<file path="config.mk">
export PLATFORM = sky130hd
export DESIGN_NAME = ddr2_port_arbiter
export DESIGN_NICKNAME = d
export VERILOG_FILES = /design/src/rtl/ddr2_pkg.sv /design/src/rtl/ddr2_port_arbiter_rr_arbiter.sv /design/src/rtl/ddr2_port_arbiter.sv
export SDC_FILE = /design/constraint.sdc
export NUM_CORES = 1
export LEC_CHECK = 0
export CAP_MARGIN = 20
export CORE_ASPECT_RATIO = 1.25
export CORE_UTILIZATION = 43
export DETAILED_ROUTE_END_ITERATION = 10
export PLACE_DENSITY = 0.81
export SLEW_MARGIN = 5
export SYNTH_ARGS = -nofsm -noshare
export SYNTH_HDL_FRONTEND = slang
export SYNTH_SLANG_ARGS = --single-unit
</file>
<file path="constraint.sdc">
create_clock -name clk -period 2.4 [get_ports clk]
set_input_delay 0.36 -clock clk [delete_from_list [all_inputs] [get_ports clk]]
set_output_delay 0.36 -clock clk [all_outputs]
set_load 0.005 [all_outputs]
</file>
<file path="src/rtl/ddr2_pkg.sv">
// Shared types and helpers for the DDR2 multi-host front end.
package ddr2_pkg;

    typedef enum logic [2:0] {
        IDLE      = 3'd0,
        ISSUE     = 3'd1,
        WAIT_BUSY = 3'd2,
        WAIT_DONE = 3'd3,
        RESP      = 3'd4
    } arb_state_e;

    localparam int DEF_ADDR_W = 23;
    localparam int DEF_DATA_W = 8;

    function automatic int clog2(input int value);
        int result;
        result = 0;
        for (int i = 0; i < 31; i++) begin
            if ((32'sd1 << i) < value) begin
                result = i + 1;
            end else begin
                result = result;
            end
        end
        return result;
    endfunction

endpackage

</file>
<file path="src/rtl/ddr2_port_arbiter_rr_arbiter.sv">
// Round-robin priority select: the first requester at or after ptr wins.
module rr_arbiter
    import ddr2_pkg::*;
#(
    parameter int NUM_PORTS = 2,
    parameter int IDX_W     = (NUM_PORTS > 1) ? clog2(NUM_PORTS) : 1
) (
    input  logic [NUM_PORTS-1:0] req,
    input  logic [IDX_W-1:0]     ptr,
    output logic [NUM_PORTS-1:0] grant,
    output logic [IDX_W-1:0]     grant_idx
);

    logic found_s;
    int   pos_s;

    // Scan ptr, ptr+1, ... with wrap; ptr is always below NUM_PORTS.
    always_comb begin
        grant     = '0;
        grant_idx = '0;
        found_s   = 1'b0;
        pos_s     = 0;
        for (int i = 0; i < NUM_PORTS; i++) begin
            pos_s = int'(ptr) + i;
            if (pos_s >= NUM_PORTS) begin
                pos_s = pos_s - NUM_PORTS;
            end else begin
                pos_s = pos_s;
            end
            if (!found_s && req[IDX_W'(pos_s)]) begin
                found_s                = 1'b1;
                grant[IDX_W'(pos_s)]   = 1'b1;
                grant_idx              = IDX_W'(pos_s);
            end else begin
                found_s = found_s;
            end
        end
    end

endmodule

</file>
<file path="src/rtl/ddr2_port_arbiter.sv">
// Round-robin host front end serialising single-beat byte requests onto the
// DDR2 controller's CEb/WEb SRAM-style interface, with ack timeout reporting.
module ddr2_port_arbiter
    import ddr2_pkg::*;
#(
    parameter int NUM_PORTS   = 2,
    parameter int ADDR_W      = DEF_ADDR_W,
    parameter int DATA_W      = DEF_DATA_W,
    parameter int CE_PULSE    = 2,
    parameter int ACK_TIMEOUT = 64
) (
    input  logic                        clk,
    input  logic                        reset,
    input  logic [NUM_PORTS-1:0]        req_valid,
    input  logic [NUM_PORTS-1:0]        req_we,
    input  logic [NUM_PORTS*ADDR_W-1:0] req_addr,
    input  logic [NUM_PORTS*DATA_W-1:0] req_wdata,
    output logic [NUM_PORTS-1:0]        req_ready,
    output logic [NUM_PORTS-1:0]        rsp_valid,
    output logic [DATA_W-1:0]           rsp_rdata,
    output logic                        rsp_err,
    input  logic                        ctl_init_done,
    input  logic                        ctl_ready,
    output logic                        ctl_ceb,
    output logic                        ctl_web,
    output logic [ADDR_W-1:0]           ctl_addr,
    output logic [DATA_W-1:0]           ctl_wdata,
    input  logic [DATA_W-1:0]           ctl_rdata
);

    localparam int IDX_W = (NUM_PORTS > 1) ? clog2(NUM_PORTS) : 1;
    localparam int CE_W  = clog2(CE_PULSE + 1);
    localparam int TO_W  = clog2(ACK_TIMEOUT + 1);
    localparam logic [CE_W-1:0]  CE_LAST  = CE_W'(CE_PULSE - 1);
    localparam logic [TO_W-1:0]  TO_LAST  = TO_W'(ACK_TIMEOUT - 1);
    localparam logic [TO_W-1:0]  TO_MAX   = TO_W'(ACK_TIMEOUT);
    localparam logic [IDX_W-1:0] IDX_LAST = IDX_W'(NUM_PORTS - 1);

    arb_state_e           state_r, state_s;
    logic [IDX_W-1:0]     ptr_r, gnt_idx_r, arb_idx_s;
    logic [NUM_PORTS-1:0] arb_gnt_s;
    logic                 we_r, we_s, busy_seen_r, grant_s, timeout_s;
    logic [CE_W-1:0]      ce_cnt_r;
    logic [TO_W-1:0]      to_cnt_r;
    logic [NUM_PORTS-1:0] req_ready_r, rsp_valid_r;
    logic [DATA_W-1:0]    rsp_rdata_r, ctl_wdata_r;
    logic                 rsp_err_r, ctl_ceb_r, ctl_web_r;
    logic [ADDR_W-1:0]    ctl_addr_r;

    rr_arbiter #(.NUM_PORTS(NUM_PORTS), .IDX_W(IDX_W)) u_rr (
        .req       (req_valid),
        .ptr       (ptr_r),
        .grant     (arb_gnt_s),
        .grant_idx (arb_idx_s)
    );

    assign grant_s = (state_r == IDLE) && ctl_init_done && ctl_ready && (|req_valid);
    assign we_s    = grant_s ? req_we[arb_idx_s] : we_r;

    // State register.
    always_ff @(posedge clk or posedge reset) begin
        if (reset) begin
            state_r <= IDLE;
        end else begin
            state_r <= state_s;
        end
    end

    // Next-state decode; a busy seen during the CE pulse counts as the ack.
    always_comb begin
        state_s   = state_r;
        timeout_s = 1'b0;
        case (state_r)
            IDLE: begin
                if (grant_s) state_s = ISSUE;
                else         state_s = IDLE;
            end
            ISSUE: begin
                if (ce_cnt_r == CE_LAST) state_s = WAIT_BUSY;
                else                     state_s = ISSUE;
            end
            WAIT_BUSY: begin
                if (!ctl_ready || busy_seen_r) begin
                    state_s = WAIT_DONE;
                end else if (to_cnt_r == TO_LAST) begin
                    state_s   = RESP;
                    timeout_s = 1'b1;
                end else begin
                    state_s = WAIT_BUSY;
                end
            end
            WAIT_DONE: begin
                if (ctl_ready) state_s = RESP;
                else           state_s = WAIT_DONE;
            end
            RESP:    state_s = IDLE;
            default: state_s = IDLE;
        endcase
    end

    // Transaction bookkeeping: latched winner, phase counters and rr pointer.
    always_ff @(posedge clk or posedge reset) begin
        if (reset) begin
            ptr_r       <= '0;
            gnt_idx_r   <= '0;
            we_r        <= 1'b0;
            busy_seen_r <= 1'b0;
            ce_cnt_r    <= '0;
            to_cnt_r    <= '0;
        end else begin
            case (state_r)
                IDLE: begin
                    if (grant_s) begin
                        we_r      <= req_we[arb_idx_s];
                        gnt_idx_r <= arb_idx_s;
                    end
                    ce_cnt_r    <= '0;
                    to_cnt_r    <= '0;
                    busy_seen_r <= 1'b0;
                end
                ISSUE: begin
                    ce_cnt_r <= ce_cnt_r + CE_W'(1'b1);
                    if (!ctl_ready) busy_seen_r <= 1'b1;
                end
                WAIT_BUSY: begin
                    if (to_cnt_r != TO_MAX) to_cnt_r <= to_cnt_r + TO_W'(1'b1);
                end
                RESP: begin
                    ptr_r <= (gnt_idx_r == IDX_LAST) ? '0 : gnt_idx_r + IDX_W'(1'b1);
                end
                default: begin
                    ptr_r <= ptr_r;
                end
            endcase
        end
    end

    // Registered host and controller outputs, derived from the next state.
    always_ff @(posedge clk or posedge reset) begin
        if (reset) begin
            req_ready_r <= '0;
            rsp_valid_r <= '0;
            rsp_rdata_r <= '0;
            rsp_err_r   <= 1'b0;
            ctl_ceb_r   <= 1'b1;
            ctl_web_r   <= 1'b1;
            ctl_addr_r  <= '0;
            ctl_wdata_r <= '0;
        end else begin
            req_ready_r <= grant_s ? arb_gnt_s : '0;
            rsp_valid_r <= (state_s == RESP) ? (NUM_PORTS'(1'b1) << gnt_idx_r) : '0;
            rsp_err_r   <= (state_s == RESP) && timeout_s;
            rsp_rdata_r <= ((state_s == RESP) && !timeout_s && !we_r) ? ctl_rdata : '0;
            ctl_ceb_r   <= (state_s != ISSUE);
            ctl_web_r   <= (state_s == ISSUE) ? ~we_s : 1'b1;
            if (grant_s) begin
                ctl_addr_r  <= req_addr[arb_idx_s*ADDR_W +: ADDR_W];
                ctl_wdata_r <= req_wdata[arb_idx_s*DATA_W +: DATA_W];
            end
        end
    end

    assign req_ready = req_ready_r;
    assign rsp_valid = rsp_valid_r;
    assign rsp_rdata = rsp_rdata_r;
    assign rsp_err   = rsp_err_r;
    assign ctl_ceb   = ctl_ceb_r;
    assign ctl_web   = ctl_web_r;
    assign ctl_addr  = ctl_addr_r;
    assign ctl_wdata = ctl_wdata_r;

endmodule
</file>
* Word-level counts from Yosys, hierarchy flattened
Index checks and enable logic that the tools add are counted.
Operators by class: $add $sub $neg 6, multiply operators 1, $lt $le $gt $ge 7, eq/ne operators 12, shift-type cells 3, multiplexer cells 37, bitwise gates (word level) 2, reductions and logical operators 21
Operators by type and width (number):
- $shiftx A46 B7 Y23 | 1
- $mux W1 | 21
- $shiftx A16 B5 Y8 | 1
- $pmux W7 S2 | 1
- $pmux W3 S4 | 1
- $mux W2 | 5
- $logic_and A1 B1 Y1 | 9
- $mux W3 | 3
- $mux W8 | 1
- $add A7 B1 Y7 const B | 1
- $eq A7 B6 Y1 const B | 1
- $mux W7 | 1
- $ne A7 B7 Y1 const B | 1
- $eq A3 B1 Y1 const B | 2
- $eq A3 B2 Y1 const B | 2
- $eq A3 B3 Y1 const B | 2
- $lt A1 B3 Y1 const B | 2
- $mul A1 B5 Y6 const B | 1
- $reduce_and A2 Y1 | 3
- $logic_not A1 Y1 | 4
- $ne A2 B2 Y1 const B | 2
- $pmux W2 S2 | 1
- $reduce_bool A2 Y1 | 2
- $logic_not A3 Y1 | 1
- 17 further kinds | 20
Storage, ports and cells: register bits after elaboration 62, input port bits 78, output and inout port bits 46, logic and storage cells 104

* Logic depth before layout (Yosys ltp)
Gate-level depths: netlist of run 1.
depth after elaboration 14, depth in mapped cells 5, gate-level depth less buffers 5

* By module
A second synthesis of run 1 with hierarchy kept.
Unflattened totals: cells, all modules 227, area, all modules 3057.9 sq um
Modules (own cells, without submodules):
- ddr2_port_arbiter | times used 1, cells an instance 223, area each 3030.4 sq um, sequential area each 1554.0 sq um
- rr_arbiter | times used 1, cells an instance 4, area each 27.5 sq um, sequential area each 0.0 sq um

* Worst setup path before layout of run 1
Ideal clock, no wire load.
path type register to register, start register state_r[1], end register ctl_addr_r[10] (netlist: ctl_addr[10]), setup time 125 ps, data arrival time 1512 ps, data required time 2275 ps, slack 763 ps, cell stages (with the launch flop) 5, path buffers 2, clock period less this slack 1637 ps, cell sequence dfrtp_1 buf_6 nor4_4 buf_6 mux2_4
On the way: cells in the longest elaborated chain, start to end 4
Ends and longest elaborated chain:
- start: declaration | RTL line ddr2_port_arbiter.sv:39 | arb_state_e state_r, state_s;
- start signal: assignment | RTL line ddr2_port_arbiter.sv:65 | state_r <= state_s;
- $logic_not A3 Y1 | RTL line ddr2_port_arbiter.sv:57 | assign grant_s = (state_r == IDLE) && ctl_init_done && ctl_ready && (|req_valid);
- $logic_and A1 B1 Y1 (3 in a row) | RTL line ddr2_port_arbiter.sv:57
- end signal: assignment | RTL line ddr2_port_arbiter.sv:157 | ctl_addr_r <= req_addr[arb_idx_s*ADDR_W +: ADDR_W];
- end: declaration | RTL line ddr2_port_arbiter.sv:48 | logic [ADDR_W-1:0] ctl_addr_r;
No other way between the ends. A chain may end at the register's enable or synchronous reset.

* Final worst setup path of run 1
start register state_r[0], end register ctl_wdata_r[5] (netlist: ctl_wdata[5])
On the way: cells in the longest elaborated chain, start to end 4
Ends and longest elaborated chain:
- $logic_not A3 Y1 | RTL line ddr2_port_arbiter.sv:57
- $logic_and A1 B1 Y1 (3 in a row) | RTL line ddr2_port_arbiter.sv:57
- end signal: assignment | RTL line ddr2_port_arbiter.sv:158 | ctl_wdata_r <= req_wdata[arb_idx_s*DATA_W +: DATA_W];
- end: declaration | RTL line ddr2_port_arbiter.sv:46 | logic [DATA_W-1:0] rsp_rdata_r, ctl_wdata_r;
No other way between the ends.

==> flow_metrics.tcl, run 1 <==
set metrics [dict create \
    track_usage 0.1961 \
    rsz0062_at_grt "false" \
    syn-num-nets 302 \
    cp_max_fo 33 \
    synth-seq-cells 61 \
    die_width_microns 75.52 \
    pre_cts_slack_ns 0.2413 \
    dp_hpwl_mm 4.894 \
    reg2regPathDepth 4 \
    relSlewSlack 0.5935 \
    yosysTopAreaCell "dfrtp_1" \
    wl_per_cell_microns 15.21 \
    finClkSkew_ns 0.007149 \
    synth_edf_count 0 \
    portBuffers 122 \
    h-tree-depth 3 \
    n_antenna_cell 0 \
    critPathCaptureType "flop" \
    internal-power_mw 3.150 \
    syn_avg_cell_area_sq_um 13.15 \
    setup.worst_path.class "flop to flop" \
    rows 33 \
    totalPowerFinal_mw 4.387 \
    cts_resized 0 \
    grt_max_degree 35 \
    initial_core_util 0.4425 \
    grt_overflow 0 \
    netlist-cell-type-count 39 \
    cp-startpoint "state_r[0]" \
    hold_ws_ns 0.4321 \
    path_clk_slew_ns 0.06 \
    finalMaxSlewViolations 0 \
    setup_tns_ns 0 \
    numCtsBuffers 9 \
    yosys_warnings 0 \
    hold_class "input port to asynchronous set/reset pin" \
    period_needed_ns 1.858 \
    grt_pass1_vias 2190 \
    synth_common_cells "dfrtp_1, mux2_2, mux2_4" \
    cts_tree "yes" \
    post-route-period-util 0.7743 \
    synthArstFlopShare 1.000 \
    max_freq_mhz 538.1 \
    clock_latency_ns 0.33 \
    swShare 0.2819 \
    setup_ws_ns 0.5416 \
    hold_buffers 0 \
    clock_path_buffers 2 \
    r2r_start "state_r[0]" \
    postRouteAntennaNets 0 \
    die-height_microns 93.90 \
    clock_sinks 61 \
    drv_cap 0 \
    ios 124 \
    drt_pass1_iterations 4 \
    tightest_slew_ns 0.6051 \
    status "finished clean" \
    seq_power_share 0.380 \
    yosysSeqAreaShare 0.5263 \
    core_area_sq_mm 0.006565 \
    place.gp.congestion 0.8656 \
    grt_pass1_wl_mm 10.24 \
    first_iter_violations 101 \
    area_delta_synth_final_pct 52.63 \
    die_area_sq_mm 0.007091 \
    crit_required_ns 2.61 \
    root_buffer "clkbuf_8" \
    regToRegEndpoint "ctl_wdata[5]" \
    worstPathArrival_ns 2.07 \
    synthFlopType "dfrtp_1" \
    setup_viol 0 \
    final_hold_viol_count 0 \
    drc 0 \
    antenna_found_initial 0 \
    viasPerCell 5.034 \
    yosysMostFrequentCell "dfrtp_1" \
    post-cts-setup-buffers 0 \
    routed_wl_mm 6.678 \
    leakage_nw 1.857 \
    final_layout_size_suffix_gt1_frac 0.2585 \
    vdd_drop_max_mv 0.5104 \
    switchingPower_mw 1.237 \
    netlist_area_sq_mm 0.002905 \
    regToRegSetupSlack_ns 0.54 \
    pwr-share-comb 0.407 \
    crit_path_start_kind "flop" \
    final_nets 428 \
    fin_util 0.6754 \
    netlist_top_cells_area "dfrtp_1, mux2_2, mux2_4" \
    netlist_instances 221 \
    fillers 482 \
    routed-via-count 2210 \
    p_per_area_mw_per_mm2 989.4 \
    clockPowerShare 0.213 \
    synth_top_area_frac 0.5082 \
]
worst max-delay path, stage by stage, from the launching register on:
cell and delay [ns]:
dfrtp_1 0.50, nand3b_1 0.29, nor4_4 0.30, buf_12 0.28, mux2_2 0.36
registers in the layout, indices dropped and copies added (netlist names):
name	count
ptr_r	1
ce_cnt_r	2
rsp_valid	2
ctl_web	1
ctl_wdata	8
rsp_rdata	8
rsp_err	1
to_cnt_r	7
we_r	1
state_r	3
req_ready	1
ctl_addr	23
busy_seen_r	1
ctl_ceb	1
gnt_idx_r	1
per-stage QoR:
step	cell area [sq um]	std cells
final	4434	439
after global routing	4434	439
after CTS	4434	439
after detailed placement	4224	423
after global placement	4224	423
after floorplan	2905	221
power groups by stage:
stage	clock network, mW	registers, mW	logic, mW
CTS	0.959	1.67	1.81
finish	0.936	1.67	1.79
floorplan	0	1.64	0.916
detailed placement	0	1.69	1.80
global placement	0	1.66	1.74
global route	1.01	1.71	1.94
cell type report:
type	instances	area (sq um)	share of cell area
Tap cell	87	108.9	0.02455
Clock buffer	12	165.2	0.03725
Multi-Input combinational cell	141	1267	0.2858
Sequential cell	61	1529	0.3448
Inverter	8	30.03	0.006772
Clock inverter	4	45.04	0.01016
Timing Repair Buffer	126	1289	0.2906
routing by layer:
layer / global-route usage / vias up / part of all wire / wire length [microns]
met4: 0.07870 / 0 / 0.013 / 89
met1: 0.2281 / 1068 / 0.40 / 2647
li1: - / 1042 / - / -
met5: 0 / - / 0 / 0
met2: 0.3400 / 91 / 0.52 / 3456
met3: 0.04614 / 9 / 0.073 / 485
kinds of logic (layout without fill, tap and decap cells):
kind of cell             count (synthesis)  count (layout)  share of synthesized area
adder cells (fa/ha/maj)                  3               3                    0.01292
other                                    1               1                   0.001291
multiplexers                            67              67                     0.2717
buffers and inverters                   19             150                    0.03747
AO/OA/AOI/OAI                           24              24                    0.05685
flip-flops                              61              61                     0.5263
AND/OR/NAND/NOR                         46              46                    0.09346
cell usage in the layout (no fill, tap or decap), types with 2 or more instances in the layout:
cell type | synthesis | final
clkdlybuf4s50_1 | 0 | 122
dfrtp_1 | 59 | 59
mux2_2 | 55 | 55
clkbuf_8 | 0 | 12
mux2_4 | 10 | 10
nand2_1 | 9 | 9
o21ai_0 | 8 | 8
and2_1 | 8 | 8
inv_1 | 8 | 7
nor2_1 | 6 | 6
nor3_1 | 4 | 4
nand3b_1 | 3 | 3
nand3_1 | 3 | 3
o22ai_1 | 3 | 3
nand2b_1 | 3 | 3
ha_1 | 3 | 3
clkinv_2 | 0 | 3
buf_12 | 0 | 3
o311ai_0 | 2 | 2
o41ai_1 | 2 | 2
mux2i_1 | 2 | 2
a31oi_1 | 2 | 2
o31a_1 | 2 | 2
nor3b_1 | 2 | 2
dfstp_2 | 2 | 2
how the worst max path moves through the flow:
stage	cells past startpoint	slack, ns	end
5_1_grt	4	0.45	ctl_wdata[0]
3_3_place_gp	5	0.30	ctl_addr[18]
3_5_place_dp	5	0.24	ctl_wdata[5]
6_report	4	0.54	ctl_wdata[5]
2_1_floorplan	1	0.53	busy_seen_r
4_1_cts	4	0.55	ctl_wdata[5]
Power figures use the tool's default switching activity.
==> run 2, diff against run 1 <==
Settings changed: CORE_UTILIZATION 43 to 38, PLACE_DENSITY 0.81 to 0.76.
Clock period 2.4 ns to 1.7 ns, I/O delays scaled along.
==> run 2 against run 1 <==
Net effect: wire length up 4.9%; hold slack worse by 0.20 ns; clock power up 42%; register-to-register slack worse by 0.52 ns; count of clock-buffer cells in the layout unchanged; setup slack worse by 0.52 ns.
==> flow_metrics.tcl, run 2 (same netlist as run 1, synthesis figures left out) <==
set metrics [dict create \
    root_buffer "clkbuf_8" \
    post-route-period-util 0.9881 \
    p_per_area_mw_per_mm2 1384 \
    met2_usage 0.3110 \
    setup_tns_ns 0 \
    viasPerCell 4.919 \
    place_area_sq_mm 0.004309 \
    final_layout_size_suffix_gt1_frac 0.2830 \
    drt_pass1_iterations 4 \
    max_stage_delay_ns 0.38 \
    setup_viol 0 \
    grt.met3_usage 0.05046 \
    worstPathCellList "nand3b_1 > nor4_4 > buf_4 > clkbuf_16 > mux2_2" \
    ios 124 \
    finalMaxSlewViolations 0 \
    core_area_sq_mm 0.007401 \
    cp_max_fo 16 \
    grt_pass1_wl_mm 11.05 \
    hold_class "input port to asynchronous set/reset pin" \
    met1_usage 0.2116 \
    first_iter_violations 42 \
    clock_latency_ns 0.34 \
    fin_util 0.6150 \
    routed-via-count 2243 \
    final_hold_viol_count 0 \
    drv_cap 0 \
    place.gp.congestion 0.7314 \
    final_nets 440 \
    portBuffers 122 \
    n_antenna_cell 0 \
    layout.cells.non_filler 456 \
    period_needed_ns 1.680 \
    drc 0 \
    status "finished clean" \
    antenna_found_initial 0 \
    crit_required_ns 1.92 \
    track_usage 0.1853 \
    grt_overflow 0 \
    hold_ws_ns 0.2315 \
    h-tree-depth 3 \
    cp_slowest_cell "dfrtp_1" \
    hold_buffers 0 \
    die_width_microns 80.21 \
    leakage_nw 1.918 \
    numCtsBuffers 9 \
    grt_pass1_vias 2294 \
    routed_wl_mm 7.005 \
    worstPathArrival_ns 1.90 \
    post-place-cells 438 \
    clock_path_buffers 2 \
    postRouteAntennaNets 0 \
    die_area_sq_mm 0.008001 \
    setup.worst_path.class "flop to flop" \
    finClkSkew_ns 0.005489 \
    critPathCaptureType "flop" \
    cp_num_buf_inv 2 \
    wl_per_cell_microns 15.36 \
    dp_hpwl_mm 5.158 \
    largest_reg_flops 23 \
    postLayoutCellArea_sq_mm 0.004552 \
    clock_sinks 61 \
    grt_busiest_layer "met2" \
    rows 35 \
    final_common_cell "clkdlybuf4s50_1" \
    crit_path_start_kind "flop" \
    initial_core_util 0.3926 \
    cts_tree "yes" \
    grt_max_degree 33 \
    vdd_drop_max_mv 0.6534 \
    crit_family "simple AND/OR/NAND/NOR gates" \
    die-height_microns 99.76 \
    max_freq_mhz 595.3 \
    area_delta_synth_final_pct 56.68 \
    path_clk_slew_ns 0.07 \
    layout_common_cells "clkdlybuf4s50_1, dfrtp_1, mux2_2" \
]
## run 2: cell count changes in the layout (fill, tap and decap cells not counted), sizes merged
cell and delta:
clkbuf +1, clkinvlp +1, inv -1, buf +11
## run 2: power breakdown
group,switching (mW),total (mW),internal (mW),leakage [nW]
Combinational,0.930,2.66,1.73,1.04
Sequential,0.307,2.31,2.00,0.770
Clock,0.543,1.33,0.789,0.112
## run 2: worst paths after layout
kind | from | end | slack [ns] | depth (start not counted)
max | state_r[0] | ctl_addr[20] | 0.02 | 5
min | reset | we_r | 0.23 | 2
max reg2reg | state_r[0] | ctl_addr[20] | 0.02 | 5
min reg2reg | gnt_idx_r | rsp_valid[0] | 0.46 | 1
max in group asynchronous | reset | ctl_addr[6] | 1.01 | 3
min in group clk | gnt_idx_r | rsp_valid[0] | 0.46 | 1
## run 2: layer usage
| metal | vias to the layer above | wire, microns |
|---|---|---|
| met5 | - | 0 |
| met4 | 0 | 161 |
| met3 | 13 | 498 |
| met2 | 82 | 3608 |
| met1 | 1082 | 2737 |
| li1 | 1066 | - |
## run 2: timing repair
action,CTS,global route
hold endpoints to repair,0,0
resized for setup,0,1
buffers inserted,0,1
setup endpoints to repair,0,17
## run 2: stage by stage
step | setup slack, ns | power, mW
after CTS | 0.03212 | 6.364
after global placement | -0.1776 | 4.890
after global routing | -0.02967 | 6.724
after detailed placement | -0.2300 | 4.989
final | 0.02017 | 6.301
after floorplan | 0.06292 | 3.609
## run 2: layout make-up
class	count	area, sq um
Timing Repair Buffer	138	1396
Clock inverter	4	45.04
Multi-Input combinational cell	141	1267
Tap cell	92	115.1
Sequential cell	61	1529
Clock buffer	12	165.2
Fill cell	626	2849
Inverter	8	33.78
==> run 3, diff against run 2 <==
Settings changed: CTS_CLUSTER_DIAMETER set to 40.
==> results of run 3 <==
Final layout, timing and power as in run 2 (identical DEF).
